### src/rtl/ssd_pkg.sv
// Shared constants and types for the seven-segment scan driver.
// Segment byte order is {dp,g,f,e,d,c,b,a}, active-low.
package ssd_pkg;

   localparam logic [7:0] SSD_OFF   = 8'hFF;
   localparam logic [3:0] ANODE_OFF = 4'b1111;

   localparam logic [7:0] SEG_N = 8'b1010_1011;
   localparam logic [7:0] SEG_T = 8'b1000_0111;
   localparam logic [7:0] SEG_H = 8'b1000_1001;
   localparam logic [7:0] SEG_U = 8'b1100_0001;
   localparam logic [7:0] SEG_E = 8'b1000_0110;

   typedef struct packed {
      logic [31:0] pat;
      logic [2:0]  dim;
   } ssd_buf_t;

   localparam ssd_buf_t BUF_RST = '{pat: {4{SSD_OFF}}, dim: 3'd7};

   function automatic logic [3:0] anode_of(input logic [1:0] d);
      logic [3:0] a;
      a = ANODE_OFF;
      unique case (d)
         2'd0: a = 4'b0111;
         2'd1: a = 4'b1011;
         2'd2: a = 4'b1101;
         2'd3: a = 4'b1110;
      endcase
      return a;
   endfunction

   function automatic logic [7:0] seg_of(
      input logic [31:0] pat,
      input logic [1:0]  d
   );
      logic [7:0] s;
      s = SSD_OFF;
      unique case (d)
         2'd0: s = pat[31:24];
         2'd1: s = pat[23:16];
         2'd2: s = pat[15:8];
         2'd3: s = pat[7:0];
      endcase
      return s;
   endfunction

endpackage

### src/rtl/ssd_scan_timer.sv
// Scan timebase: sub-eighth counter, PWM eighth and digit slot.
// Ports: clk, rst (sync, high) in; digit, eighth, fb (frame boundary) out.
module ssd_scan_timer #(
   parameter int SUB_DIV = 12500,
   parameter int CNT_W   = 14
) (
   input  logic       clk,
   input  logic       rst,
   output logic [1:0] digit,
   output logic [2:0] eighth,
   output logic       fb
);

   logic [CNT_W-1:0] sub_cnt_q, sub_cnt_d;
   logic [2:0]       eighth_q, eighth_d;
   logic [1:0]       digit_q, digit_d;
   logic             sub_wrap;

   always_comb begin
      sub_wrap  = (sub_cnt_q == CNT_W'(SUB_DIV - 1));
      sub_cnt_d = sub_wrap ? '0 : sub_cnt_q + 1'b1;
      eighth_d  = sub_wrap ? eighth_q + 3'd1 : eighth_q;
      digit_d   = digit_q;
      if (sub_wrap && eighth_q == 3'd7)
         digit_d = digit_q + 2'd1;
      fb = sub_wrap && (eighth_q == 3'd7) && (digit_q == 2'd3);
   end

   always_ff @(posedge clk) begin
      if (rst) begin
         sub_cnt_q <= '0;
         eighth_q  <= '0;
         digit_q   <= '0;
      end else begin
         sub_cnt_q <= sub_cnt_d;
         eighth_q  <= eighth_d;
         digit_q   <= digit_d;
      end
   end

   assign digit  = digit_q;
   assign eighth = eighth_q;

endmodule

### src/rtl/ssd_scan_driver.sv
// Four-digit multiplexed display driver with double buffering and PWM dim.
// Ports: clk, rst, digits[31:0], load, dim[2:0], blink in;
//   show[7:0], ssd_ctrl[3:0] (active-low), frame_done out.
// Optional blink (32 frames on / 32 off) enabled by macro SSD_BLINK_EN.
module ssd_scan_driver import ssd_pkg::*; #(
   parameter int SUB_DIV = 12500,
   parameter int CNT_W   = 14
) (
   input  logic        clk,
   input  logic        rst,
   input  logic [31:0] digits,
   input  logic        load,
   input  logic [2:0]  dim,
   input  logic        blink,
   output logic [7:0]  show,
   output logic [3:0]  ssd_ctrl,
   output logic        frame_done
);

   logic [1:0] digit;
   logic [2:0] eighth;
   logic       fb;

   ssd_scan_timer #(
      .SUB_DIV (SUB_DIV),
      .CNT_W   (CNT_W)
   ) u_timer (
      .clk    (clk),
      .rst    (rst),
      .digit  (digit),
      .eighth (eighth),
      .fb     (fb)
   );

   ssd_buf_t   pend_q, pend_d;
   ssd_buf_t   act_q, act_d;
   ssd_buf_t   new_buf;
   logic       dirty_q, dirty_d;
   logic [7:0] show_q, show_d;
   logic [3:0] ctrl_q, ctrl_d;
   logic       done_q, done_d;
   logic       lit;
   logic       dark;

`ifdef SSD_BLINK_EN
   logic [5:0] frame_cnt_q, frame_cnt_d;

   always_comb begin
      frame_cnt_d = fb ? frame_cnt_q + 6'd1 : frame_cnt_q;
      dark        = blink && frame_cnt_q[5];
   end

   always_ff @(posedge clk) begin
      if (rst) frame_cnt_q <= '0;
      else     frame_cnt_q <= frame_cnt_d;
   end
`else
   logic blink_unused;
   assign blink_unused = blink;
   assign dark = 1'b0;
`endif

   always_comb begin
      new_buf.pat = digits;
      new_buf.dim = dim;
      pend_d  = load ? new_buf : pend_q;
      act_d   = act_q;
      dirty_d = dirty_q;
      if (fb) begin
         // A load landing on the boundary bypasses pending.
         if (load)         act_d = new_buf;
         else if (dirty_q) act_d = pend_q;
         dirty_d = 1'b0;
      end else if (load) begin
         dirty_d = 1'b1;
      end

      lit    = (eighth <= act_q.dim) && !dark;
      show_d = lit ? seg_of(act_q.pat, digit) : SSD_OFF;
      ctrl_d = lit ? anode_of(digit) : ANODE_OFF;
      done_d = fb;
   end

   always_ff @(posedge clk) begin
      if (rst) begin
         pend_q  <= BUF_RST;
         act_q   <= BUF_RST;
         dirty_q <= 1'b0;
         show_q  <= SSD_OFF;
         ctrl_q  <= ANODE_OFF;
         done_q  <= 1'b0;
      end else begin
         pend_q  <= pend_d;
         act_q   <= act_d;
         dirty_q <= dirty_d;
         show_q  <= show_d;
         ctrl_q  <= ctrl_d;
         done_q  <= done_d;
      end
   end

   assign show       = show_q;
   assign ssd_ctrl   = ctrl_q;
   assign frame_done = done_q;

endmodule
### config.mk
export PLATFORM = sky130hd
export DESIGN_NAME = ssd_scan_driver
export DESIGN_NICKNAME = d
export VERILOG_FILES = /design/src/rtl/ssd_pkg.sv /design/src/rtl/ssd_scan_timer.sv /design/src/rtl/ssd_scan_driver.sv
export SDC_FILE = /design/constraint.sdc
export NUM_CORES = 1
export LEC_CHECK = 0
export CAP_MARGIN = 20
export CELL_PAD_IN_SITES_DETAIL_PLACEMENT = 1
export CELL_PAD_IN_SITES_GLOBAL_PLACEMENT = 1
export CORE_MARGIN = 2
export CORE_UTILIZATION = 40
export DETAILED_ROUTE_END_ITERATION = 8
export PLACE_DENSITY_LB_ADDON = 0.2
export RECOVER_POWER = 50
export SLEW_MARGIN = 20
export SYNTH_ARGS = -nofsm -noshare
export SYNTH_HDL_FRONTEND = slang
export SYNTH_SLANG_ARGS = --single-unit
export TNS_END_PERCENT = 50
### constraint.sdc
create_clock -name clk -period 2.15 [get_ports clk]
set_input_delay 0.3225 -clock clk [delete_from_list [all_inputs] [get_ports clk]]
set_output_delay 0.3225 -clock clk [all_outputs]
set_load 0.02 [all_outputs]
==> flow_metrics.tcl, run 1 <==
set metrics [dict create \
    run_status "completed" \
    reg2reg_to "act_q[31]$_SDFFE_PP1P_" \
    drtPass1Iterations 4 \
    cts_made_buffers 9 \
    die_area_sq_um 11800 \
    drv_slew 0 \
    path_class "reg -> reg" \
    clkLatencyLatePin_ps 360 \
    avgSynthCellArea_sq_um 10.9 \
    gp_congestion 0.729 \
    synth-main-ff-cell "dfxtp_1" \
    die_x_um 109 \
    rows 38 \
    cp.arrival_ps 2350 \
    worstHoldPathType "in -> reg" \
    port_buffers 50 \
    hold_path_end "dirty_q$_SDFFE_PP0P_" \
    drv_cap 0 \
    layout-drive-gt1-share 0.250 \
    vias 2963 \
    p_int_mw 2.69 \
    pwr-share-clk 0.359 \
    htreeDepth 3 \
    core_sq_um 10700 \
    cts_num_sinks 103 \
    synth_edf_count 0 \
    cts.repair.resized 0 \
    power_leakage_nw 1.99 \
    r2r_cells 5 \
    hold_viol 0 \
    whs_path_depth 3 \
    timing.final.crit_share 0.978 \
    fin_hold_ws_ps 299 \
    grt_max_degree 93 \
    cp.required_ps 2400 \
    worst_slew_pin_slew_ps 1350 \
    cts_root_buf "clkbuf_8" \
    placed_cell_area_sq_um 5020 \
    critPathCaptureType "flip-flop" \
    start_kind "flip-flop" \
    clock_skew_ps 19.3 \
    die_height_um 109 \
    antenna_found_initial 0 \
    p_switching_mw 0.763 \
    nets 501 \
    antenna_left 0 \
    fin_total_pwr_mw 3.45 \
    cts_tree "yes" \
    stdcell_area_sq_um 5310 \
    synth-async-reset-ratio 0 \
    wirelength_mm 9.46 \
    seq_area_frac_synth 0.471 \
    period_needed_ps 2100 \
    dp_cells 577 \
    grt_setup_unrepaired "true" \
    clk_pin_slew_worst_paths_ps 100 \
    setup_viol 0 \
    grt_pass1_wl_mm 14.7 \
    ios 52 \
    comb_power_share 0.069 \
    peakVddDrop_mv 0.383 \
    drc 0 \
    min_from "load" \
    antennaDiodeCount 0 \
    grt_pass1_vias 2956 \
    setup_ws_ps 47.4 \
    yosysWarnings 0 \
    grtUsageTotal 0.160 \
    areaGrowthSynthToFinish_pct 21.2 \
    synth_nets 452 \
    cts_buffer_depth 2 \
    fin_setup_tns_ps 0 \
    p_per_area_nw_per_um2 650 \
    start_util 0.408 \
    place_ws_ps 38.6 \
    ys_ff_latch 103 \
    crit_path_max_fanout 8 \
    cts_hold_buffers 0 \
    fin_cells 596 \
    drtIter0Drc 158 \
    fin_util 0.494 \
    r2r-start "u_timer.sub_cnt_q[11]$_SDFF_PP0_" \
    r2r_setup_slack_ps 50 \
    wl_per_cell_um 15.9 \
    syn_area_sq_um 4380 \
    fmax_mhz 476 \
    dpl.hpwl_mm 6.28 \
    avgViaCountPerCell 4.97 \
    synthDistinctLibCells 37 \
    synthCells 403 \
    post_cts_buffers 0 \
    seqPwrFrac 0.572 \
    p_sw_frac 0.221 \
    overflow 0 \
    relSlewSlack 0.0970 \
]
[cell families (layout without fill, tap and decap cells)]
group                      count (synthesis)  count (layout)  synth area share
adders and majority gates                 10              10            0.0286
xor gates and xnor gates                  12              12            0.0240
muxes                                     39              39             0.125
and+or+nand+nor                          148             148             0.204
buffers and inverters                     36              89            0.0449
DFF                                      103             103             0.471
AOI/OAI and AO/OA                         55              55             0.103
[layer usage]
metal	global-route usage	vias to the layer above	routed length, um
met5	0	-	0
met4	0.0495	0	112
met3	0.0275	11	279
met2	0.264	44	4480
met1	0.213	1409	4600
li1	-	1499	-
[placed cells by master (no fill, tap or decap), types with 9 or more instances in the layout]
master / instances
or2_2: 37
o21ai_0: 10
buf_4: 9
dlygate4sd3_1: 12
dfxtp_1: 101
ha_1: 9
nor2b_1: 36
nand2_1: 15
nand3b_1: 12
clkdlybuf4s50_1: 36
nor2_1: 21
mux2_4: 30
clkbuf_8: 11
a211o_1: 35
[worst max path at each step]
stage                              to                             start  cells past startpoint
3_3_place_gp   act_q[20]$_SDFFE_PP1P_  u_timer.sub_cnt_q[11]$_SDFF_PP0_                      5
6_report       act_q[31]$_SDFFE_PP1P_  u_timer.sub_cnt_q[11]$_SDFF_PP0_                      5
2_1_floorplan   act_q[0]$_SDFFE_PP1P_  u_timer.sub_cnt_q[11]$_SDFF_PP0_                      6
4_1_cts        act_q[20]$_SDFFE_PP1P_  u_timer.sub_cnt_q[11]$_SDFF_PP0_                      5
5_1_grt        act_q[27]$_SDFFE_PP1P_  u_timer.sub_cnt_q[11]$_SDFF_PP0_                      5
3_5_place_dp   act_q[20]$_SDFFE_PP1P_  u_timer.sub_cnt_q[11]$_SDFF_PP0_                      5
[cell usage after synthesis, types with 2 or more instances]
cell / count / area share
buf_12: 3 / 0.014
o21ai_0: 10 / 0.011
nor2b_1: 36 / 0.051
xnor2_1: 4 / 0.0080
nor3_1: 2 / 0.0023
mux2i_1: 3 / 0.0069
mux2_2: 6 / 0.015
ha_1: 10 / 0.029
xor2_1: 8 / 0.016
a211o_1: 35 / 0.070
inv_1: 7 / 0.0060
a222oi_1: 8 / 0.018
and4_1: 3 / 0.0060
nand3b_1: 12 / 0.021
nand4_1: 4 / 0.0057
clkbuf_1: 23 / 0.020
dfxtp_1: 103 / 0.47
or2_2: 37 / 0.053
nand2_1: 15 / 0.013
mux2_4: 30 / 0.10
nand3_1: 7 / 0.0080
nand2b_1: 2 / 0.0029
nor2_1: 21 / 0.018
[sequential cells by signal, indices dropped and copies added (netlist names)]
| signal | cells |
|---|---|
| show | 8 |
| ssd_ctrl | 4 |
| act_q | 35 |
| u_timer.eighth | 3 |
| u_timer.sub_cnt_q | 14 |
| pend_q | 35 |
| frame_done | 1 |
| u_timer.digit | 2 |
| dirty_q | 1 |
[power groups by stage]
| stage | clock network [mW] | logic [mW] | registers [mW] |
|---|---|---|---|
| floorplan | 0 | 0.134 | 2.01 |
| global placement | 0 | 0.235 | 2.02 |
| detailed placement | 0 | 0.242 | 2.02 |
| CTS | 1.28 | 0.244 | 1.98 |
| global route | 1.36 | 0.261 | 1.98 |
| finish | 1.24 | 0.237 | 1.97 |
[worst max-delay path, stage by stage, from the launching register on]
cell	delay, ps
dfxtp_2	330
or4_4	550
nor4_4	170
and4b_4	430
clkbuf_16	220
mux2_4	300
[layout make-up]
| cell class | instances | area (sq um) |
|---|---|---|
| Tap cell | 140 | 175 |
| Clock inverter | 4 | 55.1 |
| Clock buffer | 11 | 151 |
| Sequential cell | 103 | 2060 |
| Inverter | 7 | 26.3 |
| Fill cell | 1188 | 5440 |
| Timing Repair Buffer | 67 | 709 |
| Multi-Input combinational cell | 264 | 2130 |
(Power assumes the default switching activity.)
==> inputs of run 2 (changes only) <==
--- a/config.mk
+++ b/config.mk
@@ -11,7 +11,7 @@
 export CORE_MARGIN = 2
 export CORE_UTILIZATION = 40
 export DETAILED_ROUTE_END_ITERATION = 8
-export PLACE_DENSITY_LB_ADDON = 0.2
+export PLACE_DENSITY_LB_ADDON = 0.15
 export RECOVER_POWER = 50
 export SLEW_MARGIN = 20
 export SYNTH_ARGS = -nofsm -noshare
==> run 2 against run 1 <==
Die area unchanged. Combinational power about the same. Sequential power about the same. Global-route usage decreased by 0.080 points. Via count decreased by 0.37%. Cell count unchanged. Fmax increased by 2.4%. Total power increased by 8.3%. Wire length decreased by 4.1%. Non-clock buffer count unchanged. First-iteration DRC count decreased by 51%. Register-to-register slack improved by 50 ps. Largest power group unchanged. Highest routed layer unchanged.
==> flow_metrics.tcl, run 2 (synthesis gave the netlist of run 1 again) <==
set metrics [dict create \
    run_status "completed" \
    worstPathCellList "or4_4 -> nor4_4 -> and4b_2 -> buf_12 -> mux2_2" \
    fmax_mhz 487 \
    clock_skew_ps 5.67 \
    critical-path-slowest-cell "or4_4" \
    hold_viol 0 \
    drv_cap 0 \
    grt_max_degree 49 \
    avgViaCountPerCell 4.95 \
    overflow 0 \
    cts_num_sinks 103 \
    clk_pin_slew_worst_paths_ps 90 \
    reg2reg_to "act_q[22]$_SDFFE_PP1P_" \
    placed_cell_area_sq_um 5040 \
    antenna_found_initial 0 \
    path_class "reg -> reg" \
    cts_buffer_depth 2 \
    gp_congestion 0.775 \
    cts_root_buf "clkbuf_8" \
    wirelength_mm 9.07 \
    drv_slew 0 \
    drc 0 \
    worstSetupStartpoint "u_timer.sub_cnt_q[11]$_SDFF_PP0_" \
    cts_tree "yes" \
    fin_cells 596 \
    grtUsageTotal 0.159 \
    htreeDepth 3 \
    grt_pass1_vias 2867 \
    cp.required_ps 2410 \
    r2r_setup_slack_ps 100 \
    die_x_um 109 \
    drtPass1Iterations 5 \
    cp.arrival_ps 2310 \
    clkLatencyLatePin_ps 370 \
    place_ws_ps 8.12 \
    setup_ws_ps 97.1 \
    nets 501 \
    core_sq_um 10700 \
    grt_pass1_wl_mm 14.4 \
    die_area_sq_um 11800 \
    antenna_left 0 \
    wl_per_cell_um 15.2 \
    rows 38 \
    cp-endpoint "act_q[22]$_SDFFE_PP1P_" \
    ios 52 \
    reg.largest.list "act_q x35, pend_q x35, u_timer.sub_cnt_q x14" \
    dp_cells 581 \
    drtIter0Drc 78 \
    grt_setup_unrepaired "false" \
    dpl.hpwl_mm 6.54 \
    peakVddDrop_mv 0.326 \
    worst_slew_pin_slew_ps 906 \
    timing.final.crit_share 0.955 \
    port_buffers 50 \
    crit_path_max_fanout 18 \
    critPathMaxStageDelay_ps 560 \
    areaGrowthSynthToFinish_pct 20.7 \
    setup_viol 0 \
    relSlewSlack 0.396 \
    die_height_um 109 \
    fill_cells 1178 \
    start_kind "flip-flop" \
    cts_made_buffers 9 \
    start_util 0.408 \
    crit_family "simple AND/OR/NAND/NOR gates" \
    power_leakage_nw 1.98 \
    r2r_cells 5 \
    period_needed_ps 2050 \
    critPathCaptureType "flip-flop" \
    vias 2952 \
    antennaDiodeCount 0 \
    p_per_area_nw_per_um2 708 \
    stdcell_area_sq_um 5280 \
    r2r-start "u_timer.sub_cnt_q[11]$_SDFF_PP0_" \
    layout-drive-gt1-share 0.235 \
    final_common_cell "dfxtp_1" \
    cp.depth 5 \
    layout_common_cells "dfxtp_1, or2_2, nor2b_1" \
    cp.buffers_inverters 1 \
    worstHoldPathType "in -> reg" \
]
==> run 2: changes by cell type in the layout (fill, tap and decap cells not counted), sizes merged <==
cell | previous run | this run
bufinv | 1 | 4
buf | 15 | 14
clkbuf | 15 | 14
clkdlybuf4s50 | 36 | 35
clkinvlp | 1 | 0
dlygate4sd3 | 12 | 13
==> run 2: stage by stage <==
| step | hold WS, ps | utilization | power [mW] | setup TNS, ps |
|---|---|---|---|---|
| global placement | 455 | 0.469 | 2.25 | 0 |
| finish | 400 | 0.492 | 3.74 | 0 |
| floorplan | 438 | - | 2.15 | -1060 |
| global route | 447 | 0.492 | 3.90 | 0 |
| detailed placement | 482 | 0.469 | 2.26 | 0 |
| CTS | 297 | 0.493 | 3.79 | 0 |
==> run 2: worst min path at each step <==
stage          cells past startpoint                               to  slack, ps                       startpoint
2_1_floorplan                      1  u_timer.sub_cnt_q[0]$_SDFF_PP0_        440  u_timer.sub_cnt_q[0]$_SDFF_PP0_
3_5_place_dp                       1  u_timer.sub_cnt_q[0]$_SDFF_PP0_        480  u_timer.sub_cnt_q[0]$_SDFF_PP0_
6_report                           3             dirty_q$_SDFFE_PP0P_        400                             load
4_1_cts                            2          pend_q[32]$_SDFFE_PP1P_        300                             load
3_3_place_gp                       1  u_timer.sub_cnt_q[0]$_SDFF_PP0_        450  u_timer.sub_cnt_q[0]$_SDFF_PP0_
5_1_grt                            3          pend_q[32]$_SDFFE_PP1P_        450                             load
==> run 2: worst min-delay path, stage by stage <==
cell,delay (ps)
clkbuf_1,180
nor2_1,170
nor3b_1,60
==> run 2: final cells by class <==
type                       count  area [sq um]  share of cell area
clock buffer                   9           124              0.0234
tap                          140           175              0.0332
sequential                   103          2060               0.390
clock inverter                 6           134              0.0253
multi-input combinational    264          2120               0.402
inverter                       7          26.3             0.00497
timing repair buffer          67           641               0.121
==> run 2: report_power, final <==
| group | switching (mW) | leakage [nW] | internal [mW] |
|---|---|---|---|
| combinational | 0.104 | 1.01 | 0.130 |
| sequential | 0.0153 | 0.843 | 1.96 |
| clock | 0.647 | 0.129 | 0.884 |
| total | 0.766 | 1.98 | 2.97 |
==> run 2: repair_timing <==
item	in CTS	in global routing
endpoints found under the setup margin	1	0
resized for setup	0	0
setup buffers	0	0
hold buffers	0	0
endpoints found under the hold margin	0	0
==> run 2: routing by layer <==
layer	global-route usage	vias up	routed length, um
met5	0	-	0
li1	-	1486	-
met2	0.263	42	4330
met1	0.204	1414	4280
met3	0.0335	10	315
met4	0.0604	0	146
